### config.mk
export PLATFORM = sky130hd
export DESIGN_NAME = bound_flasher_16_flat
export DESIGN_NICKNAME = d
export VERILOG_FILES = /design/src/rtl/bound_flasher_16_if.sv /design/src/rtl/bound_flasher_16.sv /design/src/flat_wrapper.sv
export SDC_FILE = /design/constraint.sdc
export NUM_CORES = 1
export LEC_CHECK = 0
export ABC_AREA = 0
export CAP_MARGIN = 10
export CORE_MARGIN = 2
export CORE_UTILIZATION = 35
export CTS_CLUSTER_DIAMETER = 200
export DETAILED_ROUTE_END_ITERATION = 7
export HOLD_SLACK_MARGIN = 0.08
export PLACE_DENSITY = 0.52
export SYNTH_ARGS = -nofsm -noshare
export SYNTH_HDL_FRONTEND = slang
export SYNTH_SLANG_ARGS = --single-unit
### constraint.sdc
create_clock -name clk -period 3.2 [get_ports clk]
set_clock_uncertainty 0.15 [all_clocks]
set_input_delay 0.48 -clock clk [delete_from_list [all_inputs] [get_ports clk]]
set_output_delay 0.48 -clock clk [all_outputs]
set_load 0.005 [all_outputs]
### src/rtl/bound_flasher_16_if.sv
// Lamp-bank interface for the sixteen-lamp bound flasher.
// The requester drives flick; the controller drives the lamp vector back.
interface bound_flasher_16_if;
  // No valid/ready pair: flick is a level sampled on every rising clk, and
  // led_state is a registered level that is valid every cycle after reset.
  logic        flick;
  logic [15:0] led_state;

  modport master (
    output flick,
    input  led_state
  );

  modport slave (
    input  flick,
    output led_state
  );
endinterface

### src/rtl/bound_flasher_16.sv
// Sixteen-lamp bound flasher: flick starts a multi-phase thermometer sweep.
// Optional feature macro: BOUND_FLASHER_KICKBACK_EN (flick kickback at lamps 5 and 10).
module bound_flasher_16 (
  input  logic                     clk,
  input  logic                     rst_n,
  bound_flasher_16_if.slave        bus,
  output logic [2:0]               o_dbg_state
);

  typedef enum logic [2:0] {
    S_INIT = 3'd0,
    S_UP5  = 3'd1,
    S_DN0  = 3'd2,
    S_UP10 = 3'd3,
    S_DN5  = 3'd4,
    S_UP15 = 3'd5,
    S_DN0F = 3'd6
  } state_t;

  state_t      r_state;
  logic [15:0] r_led;
  logic [15:0] w_on_step;
  logic [15:0] w_off_step;

  assign w_on_step  = {r_led[14:0], 1'b1};
  assign w_off_step = {1'b0, r_led[15:1]};

`ifdef BOUND_FLASHER_KICKBACK_EN
  logic w_kick_lo;
  logic w_kick_hi;
  assign w_kick_lo = (r_led == 16'h003F);
  assign w_kick_hi = (r_led == 16'h07FF);
`endif

  // Each climb ends when the top lamp of its phase is lit; each fall ends on its floor value.
  always_ff @(posedge clk or negedge rst_n) begin
    if (!rst_n) begin
      r_state <= S_INIT;
      r_led   <= 16'h0000;
    end else begin
      case (r_state)
        S_INIT: begin
          if (bus.flick) begin
            r_state <= S_UP5;
            r_led   <= w_on_step;
          end
        end
        S_UP5: begin
          if (r_led[5]) begin
            r_state <= S_DN0;
            r_led   <= w_off_step;
          end else begin
            r_led   <= w_on_step;
          end
        end
        S_DN0: begin
          if (r_led == 16'h0000) begin
            r_state <= S_UP10;
            r_led   <= w_on_step;
          end else begin
            r_led   <= w_off_step;
          end
        end
        S_UP10: begin
          if (r_led[10]) begin
            r_state <= S_DN5;
            r_led   <= w_off_step;
          end
`ifdef BOUND_FLASHER_KICKBACK_EN
          else if (w_kick_lo && bus.flick) begin
            r_state <= S_DN0;
            r_led   <= w_off_step;
          end
`endif
          else begin
            r_led   <= w_on_step;
          end
        end
        S_DN5: begin
          if (r_led == 16'h001F) begin
            r_state <= S_UP15;
            r_led   <= w_on_step;
          end else begin
            r_led   <= w_off_step;
          end
        end
        S_UP15: begin
          if (r_led[15]) begin
            r_state <= S_DN0F;
            r_led   <= w_off_step;
          end
`ifdef BOUND_FLASHER_KICKBACK_EN
          else if ((w_kick_lo || w_kick_hi) && bus.flick) begin
            r_state <= S_DN5;
            r_led   <= w_off_step;
          end
`endif
          else begin
            r_led   <= w_on_step;
          end
        end
        S_DN0F: begin
          if (r_led == 16'h0000) begin
            r_state <= S_INIT;
          end else begin
            r_led   <= w_off_step;
          end
        end
        default: begin
          r_state <= S_INIT;
          r_led   <= 16'h0000;
        end
      endcase
    end
  end

  assign bus.led_state = r_led;
  assign o_dbg_state   = r_state;

endmodule

### src/flat_wrapper.sv
// flat-port wrapper written by rule: the top's interface ports become plain ports
module bound_flasher_16_flat 
  (clk, rst_n, o_dbg_state, bus_flick, bus_led_state);
  bound_flasher_16_if bus_i ();
  input  logic clk;
  input  logic rst_n;
  output logic [2:0] o_dbg_state;
  input wire logic [$bits(bus_i.flick)-1:0] bus_flick;
  output wire logic [$bits(bus_i.led_state)-1:0] bus_led_state;
  assign bus_i.flick = bus_flick;
  assign bus_led_state = bus_i.led_state;
  bound_flasher_16 u_core (.clk(clk), .rst_n(rst_n), .bus(bus_i), .o_dbg_state(o_dbg_state));
endmodule
==> impl_metrics.py, run 1 <==
metrics = {
    "pwr": {
        "leakage_nw": 0.6888,
        "vdd_ir_drop_max_mv": 0.3920,
        "p_switching_mw": 0.9934,
        "p_clk_share_pct": 8.8,
        "combPwrFrac_pct": 61.9,
        "swShare_pct": 49.99,
        "power_density_nw_per_um2": 1073,
        "p_seq_share_pct": 29.3,
        "intPower_mw": 0.9939,
    },
    "logic_synthesis": {
        "ys_ff_latch": 19,
        "yosys.area_share.simple_pct": 21.92,
        "synth_edf_count": 0,
        "synth_area_per_cell_sq_um": 8.113,
        "synthArstFlopShare_pct": 100.0,
        "yosysTopAreaCell": "dfrtp_1",
        "synth_xor_area_share_pct": 0,
        "yosysMostFrequentCell": "dfrtp_1",
        "synth_top_family_by_area": "compound AO/OA/AOI/OAI gates",
        "synth_nets": 193,
        "synth-adder-area-share_pct": 0,
        "ys_seq_area_share_pct": 30.84,
        "synth_flop_cell": "dfrtp_1",
        "syn_area_sq_um": 1541,
        "netlist_top_cells_count": "dfrtp_1, nand2_1, nor2_1, a21oi_1, o21ai_0",
        "synth.area.top_cells": "dfrtp_1, a21oi_1, mux2i_1",
        "synth_top_area_share_pct": 30.84,
        "netlist_instances": 190,
        "yosysWarningCount": 0,
        "synth_mux_area_share_pct": 4.545,
        "synth-compound-area-share_pct": 36.20,
        "synth_cell_types": 48,
    },
    "setup_path": {
        "crit_slowest_cell": "nor4_1",
        "endpoint_kind": "register",
        "crit_chain": "nor4_1, a31oi_1, a22oi_1, o221ai_1",
        "cp_max_fo": 22,
        "critPathMaxStageDelay_ps": 690,
        "path_buf_inv": 0,
        "worstSetupStartpointType": "register",
        "crit_family": "compound AO/OA/AOI/OAI gates",
        "r2r_slack_ps": 750,
        "critPathKind": "register to register",
        "cp_data_arrival_time_ps": 2420,
        "critical_path_required_ps": 3170,
    },
    "detailed_routing": {
        "wl_per_cell_um": 19.26,
        "ant_nets": 0,
        "via_per_inst": 6.269,
        "drtIter0Drc": 184,
        "drc": 0,
        "vias": 1630,
        "wl_mm": 5.007,
        "firstDrtPassIters": 4,
    },
    "cts": {
        "clk_latency_ps": 260,
        "hold_buffers": 0,
        "htreeDepth": 1,
        "cts_buffers": 3,
        "root_buffer": "clkbuf_8",
        "cts.sinks": 19,
        "tritoncts": "yes",
        "cts_buffer_depth": 2,
        "post-cts-setup-buffers": 0,
        "clk_pin_slew_ps": 80,
        "post_cts_resized": 0,
    },
    "die": {
        "dieArea_sq_um": 4951,
        "start_util_pct": 35.90,
        "rows": 24,
        "core-area_sq_um": 4294,
        "fp.dieW_um": 70.37,
        "die_h_um": 70.37,
        "pin_count": 22,
    },
    "timing": {
        "fin_crit_sh_pct": 76.41,
        "slew_violations": 0,
        "worst_slack_ps": 754.8,
        "rsz0062_at_grt": "false",
        "fmax_ghz": 0.4090,
        "relSlewSlack_pct": 38.91,
        "finalHoldViolCount": 0,
        "period_needed_ps": 2445,
        "setup_viol": 0,
        "worst_slew_pin_slew_ps": 913.5,
        "fin_setup_tns_ps": 0,
    },
    "global_routing": {
        "grt_pass1_vias": 1596,
        "grt_antenna_before_repair": 0,
        "grt_util_all_layers_pct": 21.53,
        "grt_first_pass_wirelength_mm": 8.487,
        "grt-ovfl-total": 0,
        "grt_max_degree": 23,
    },
    "cells_and_area": {
        "area_delta_synth_final_pct": 20.13,
        "nets": 212,
        "n_antenna_cell": 0,
        "drive_gt1_share_pct": 8.654,
        "final_cell_area_sq_um": 1852,
    },
    "run": {
        "max-cap-violations": 0,
    },
    "placement": {
        "place_area_sq_um": 1807,
        "gp_congestion": 0.8501,
        "pre_cts_slack_ps": 700.8,
        "dp_hpwl_mm": 3.571,
        "portBuffers": 21,
    },
    "outcome": {
        "status": "completed",
    },
    "hold_path": {
        "min-delay-path-class": "register to register",
    },
}
power by group through the flow:
stage	sequential [mW]	clock, mW	combinational, mW
2_1_floorplan	0.438	0	0.907
3_3_place_gp	0.585	0	1.21
3_5_place_dp	0.580	0	1.22
4_1_cts	0.576	0.176	1.23
5_1_grt	0.605	0.188	1.37
6_report	0.582	0.175	1.23
cell usage in the layout, fill, tap and decap left out, types with 5 or more instances in the layout:
cell type and n:
clkdlybuf4s50_1 21, a211oi_1 5, o221ai_1 6, buf_4 6, a21oi_1 17, nand2_1 18
o21ai_0 14, mux2i_1 7, dfrtp_1 19, inv_1 12, a221o_1 6, nor2_1 18
and2_1 5
routing by layer:
| metal | share of wire [%] | GRT usage, % |
|---|---|---|
| met1 | 46 | 31.31 |
| met2 | 44 | 32.29 |
| met3 | 7.0 | 2.742 |
| met4 | 2.4 | 8.120 |
| met5 | 0 | 0 |
area by class of cell:
cell class	instances	area [sq um]
inverter	12	45.04
fill	430	2442
multi-input combinational	146	965.9
sequential	19	475.5
clock buffer	4	45.04
tap	52	65.06
timing repair buffer	27	255.2
flip-flops by register name, summed over array words and instances, names as in the netlist:
| name | flops |
|---|---|
| u_core.bus.led_state | 16 |
| u_core.o_dbg_state | 3 |
cells by family (layout without fill, tap and decap cells):
group / count (synthesis) / after routing
AO/OA/AOI/OAI: 76 / 76
buffers and inverters: 25 / 43
flip-flops: 19 / 19
multiplexers: 7 / 7
AND/OR/NAND/NOR: 63 / 63
through the flow:
step	hold WS, ps	cells	util (%)	total power, mW
final	446.1	260	43.12	1.987
after global placement	421.1	256	42.07	1.798
after global routing	496.1	260	43.12	2.161
after floorplan	34.41	190	-	1.344
after CTS	451.1	260	43.12	1.979
after detailed placement	431.8	256	42.07	1.799
worst register-to-register path: cells and delay by family (launching register included):
| family | cells | cell delay (ps) |
|---|---|---|
| AND/OR/NAND/NOR | 1 | 700 |
| flip-flops | 1 | 650 |
| AO/OA/AOI/OAI | 3 | 820 |
worst paths after layout:
path | startpoint | endpoint | cells past startpoint
setup / recovery | u_core.o_dbg_state[2]$_DFFE_PN0P_ | u_core.bus.led_state[5]$_DFFE_PN0P_ | 4
setup reg to reg | u_core.o_dbg_state[2]$_DFFE_PN0P_ | u_core.bus.led_state[5]$_DFFE_PN0P_ | 4
max in group asynchronous | rst_n | u_core.o_dbg_state[1]$_DFFE_PN0P_ | 1
hold / removal | u_core.bus.led_state[8]$_DFFE_PN0P_ | u_core.bus.led_state[8]$_DFFE_PN0P_ | 2
hold reg to reg | u_core.bus.led_state[8]$_DFFE_PN0P_ | u_core.bus.led_state[8]$_DFFE_PN0P_ | 2
min in group asynchronous | rst_n | u_core.o_dbg_state[0]$_DFFE_PN0P_ | 1
No activity file was read; power rests on OpenSTA's default activity.
==> run 2: changes to the inputs <==
- clock period: 3.2 -> 2.4 ns (I/O delays scaled with it)
==> run 2 against run 1 <==
Utilization rose by 3.0 points. Critical path depth rose by 2. Largest cell class unchanged. Flip-flop and latch count did not move. Highest routed layer unchanged. Critical endpoint is now u_core.bus.led_state[10]$_DFFE_PN0P_.
==> impl_metrics.py, run 2 (synthesis results as in run 1) <==
metrics = {
    "timing": {
        "worst_slew_pin_slew_ps": 426.1,
        "finalHoldViolCount": 0,
        "rsz0062_at_grt": "false",
        "fin_setup_tns_ps": 0,
        "fmax_ghz": 0.4436,
        "slew_violations": 0,
        "relSlewSlack_pct": 71.59,
        "period_needed_ps": 2254,
        "fin_crit_sh_pct": 93.92,
        "setup_viol": 0,
    },
    "cts": {
        "clk_latency_ps": 260,
        "hold_buffers": 0,
        "clk_pin_slew_ps": 80,
        "cts_buffer_depth": 2,
        "cts_buffers": 3,
        "root_buffer": "clkbuf_8",
        "post_cts_resized": 0,
        "tritoncts": "yes",
        "post-cts-setup-buffers": 0,
        "htreeDepth": 1,
        "cts.sinks": 19,
    },
    "detailed_routing": {
        "drc": 0,
        "vias": 1703,
        "wl_per_cell_um": 19.01,
        "ant_nets": 0,
        "drtIter0Drc": 217,
        "wl_mm": 5.267,
        "via_per_inst": 6.148,
        "firstDrtPassIters": 4,
    },
    "setup_path": {
        "path_buf_inv": 0,
        "cp_data_arrival_time_ps": 2220,
        "crit_chain": "nor4_2, and3_4, a21o_4, a31oi_1, a22oi_1, o221ai_1",
        "crit_family": "compound AO/OA/AOI/OAI gates",
        "critical_path_required_ps": 2370,
        "r2r_start": "u_core.bus.led_state[8]$_DFFE_PN0P_",
        "worst_r2r_path_depth": 6,
        "worstSetupStartpointType": "register",
        "critPathMaxStageDelay_ps": 420,
        "crit_slowest_cell": "dfrtp_1",
        "cp_max_fo": 5,
        "critPathKind": "register to register",
        "endpoint_kind": "register",
        "r2r-end": "u_core.bus.led_state[10]$_DFFE_PN0P_",
        "r2r_slack_ps": 150,
    },
    "hold_path": {
        "min-delay-path-class": "primary input to async pin",
    },
    "global_routing": {
        "grt_util_all_layers_pct": 21.91,
        "grt_antenna_before_repair": 0,
        "grt_max_degree": 20,
        "grt-ovfl-total": 0,
        "grt_first_pass_wirelength_mm": 8.604,
        "grt_pass1_vias": 1603,
    },
    "die": {
        "pin_count": 22,
        "core-area_sq_um": 4294,
        "rows": 24,
        "dieArea_sq_um": 4951,
        "fp.dieW_um": 70.37,
        "die_h_um": 70.37,
        "start_util_pct": 35.90,
    },
    "placement": {
        "place_area_sq_um": 1934,
        "dp.cells": 273,
        "dp_hpwl_mm": 4.026,
        "portBuffers": 21,
        "gp_congestion": 0.9793,
    },
    "pwr": {
        "leakage_nw": 0.7786,
        "power_density_nw_per_um2": 1442,
        "fin_total_pwr_mw": 2.855,
        "vdd_ir_drop_max_mv": 0.5058,
    },
    "outcome": {
        "status": "completed",
    },
    "cells_and_area": {
        "n_antenna_cell": 0,
        "final_cell_area_sq_um": 1981,
        "nets": 229,
        "mostFrequentLayoutCells": "buf_4, clkdlybuf4s50_1, dfrtp_1",
        "drive_gt1_share_pct": 16.00,
        "largest_reg_flops": 16,
        "final_common_cell": "buf_4",
        "layout.cells.non_filler": 277,
        "area_delta_synth_final_pct": 28.49,
    },
    "run": {
        "max-cap-violations": 0,
    },
}
## run 2: worst max path at each step
stage	start	end	slack [ps]	depth (start not counted)
2_1_floorplan	u_core.bus.led_state[10]$_DFFE_PN0P_	u_core.bus.led_state[1]$_DFFE_PN0P_	420	6
3_3_place_gp	u_core.bus.led_state[8]$_DFFE_PN0P_	u_core.bus.led_state[10]$_DFFE_PN0P_	230	6
3_5_place_dp	u_core.bus.led_state[8]$_DFFE_PN0P_	u_core.bus.led_state[10]$_DFFE_PN0P_	190	6
4_1_cts	u_core.bus.led_state[8]$_DFFE_PN0P_	u_core.bus.led_state[10]$_DFFE_PN0P_	170	6
5_1_grt	u_core.bus.led_state[8]$_DFFE_PN0P_	u_core.bus.led_state[10]$_DFFE_PN0P_	30	6
6_report	u_core.bus.led_state[8]$_DFFE_PN0P_	u_core.bus.led_state[10]$_DFFE_PN0P_	150	6
## run 2: area by class of cell
class	instances	area, sq um
timing repair buffer	44	382.9
inverter	12	45.04
multi-input combinational	146	965.9
clock buffer	3	41.29
clock inverter	1	5.005
fill	439	2313
tap	52	65.06
sequential	19	475.5
## run 2: metrics by stage
stage | utilization (%) | setup slack (ps) | hold slack, ps
after CTS | 46.12 | 170.9 | 296.3
after global routing | 46.12 | 33.23 | 320.8
final | 46.12 | 145.9 | 286.4
after global placement | 45.05 | 231.8 | 404.8
after floorplan | - | 420.2 | -85.59
after detailed placement | 45.05 | 188.4 | 399.9
## run 2: routing by layer
layer  wire, um  up-vias  track usage (%)
met2       2396       80            33.86
met3        446       11            4.906
met5          0        -                0
met4        137        0            7.051
li1           -      791                -
met1       2286      821            30.23
## run 2: where the power goes
group | internal, mW | total (mW) | switching [mW] | leakage (nW)
registers | 0.440 | 0.632 | 0.192 | 0.251
logic | 0.915 | 1.99 | 1.08 | 0.502
clock network | 0.116 | 0.233 | 0.117 | 0.0255
total | 1.47 | 2.86 | 1.38 | 0.779
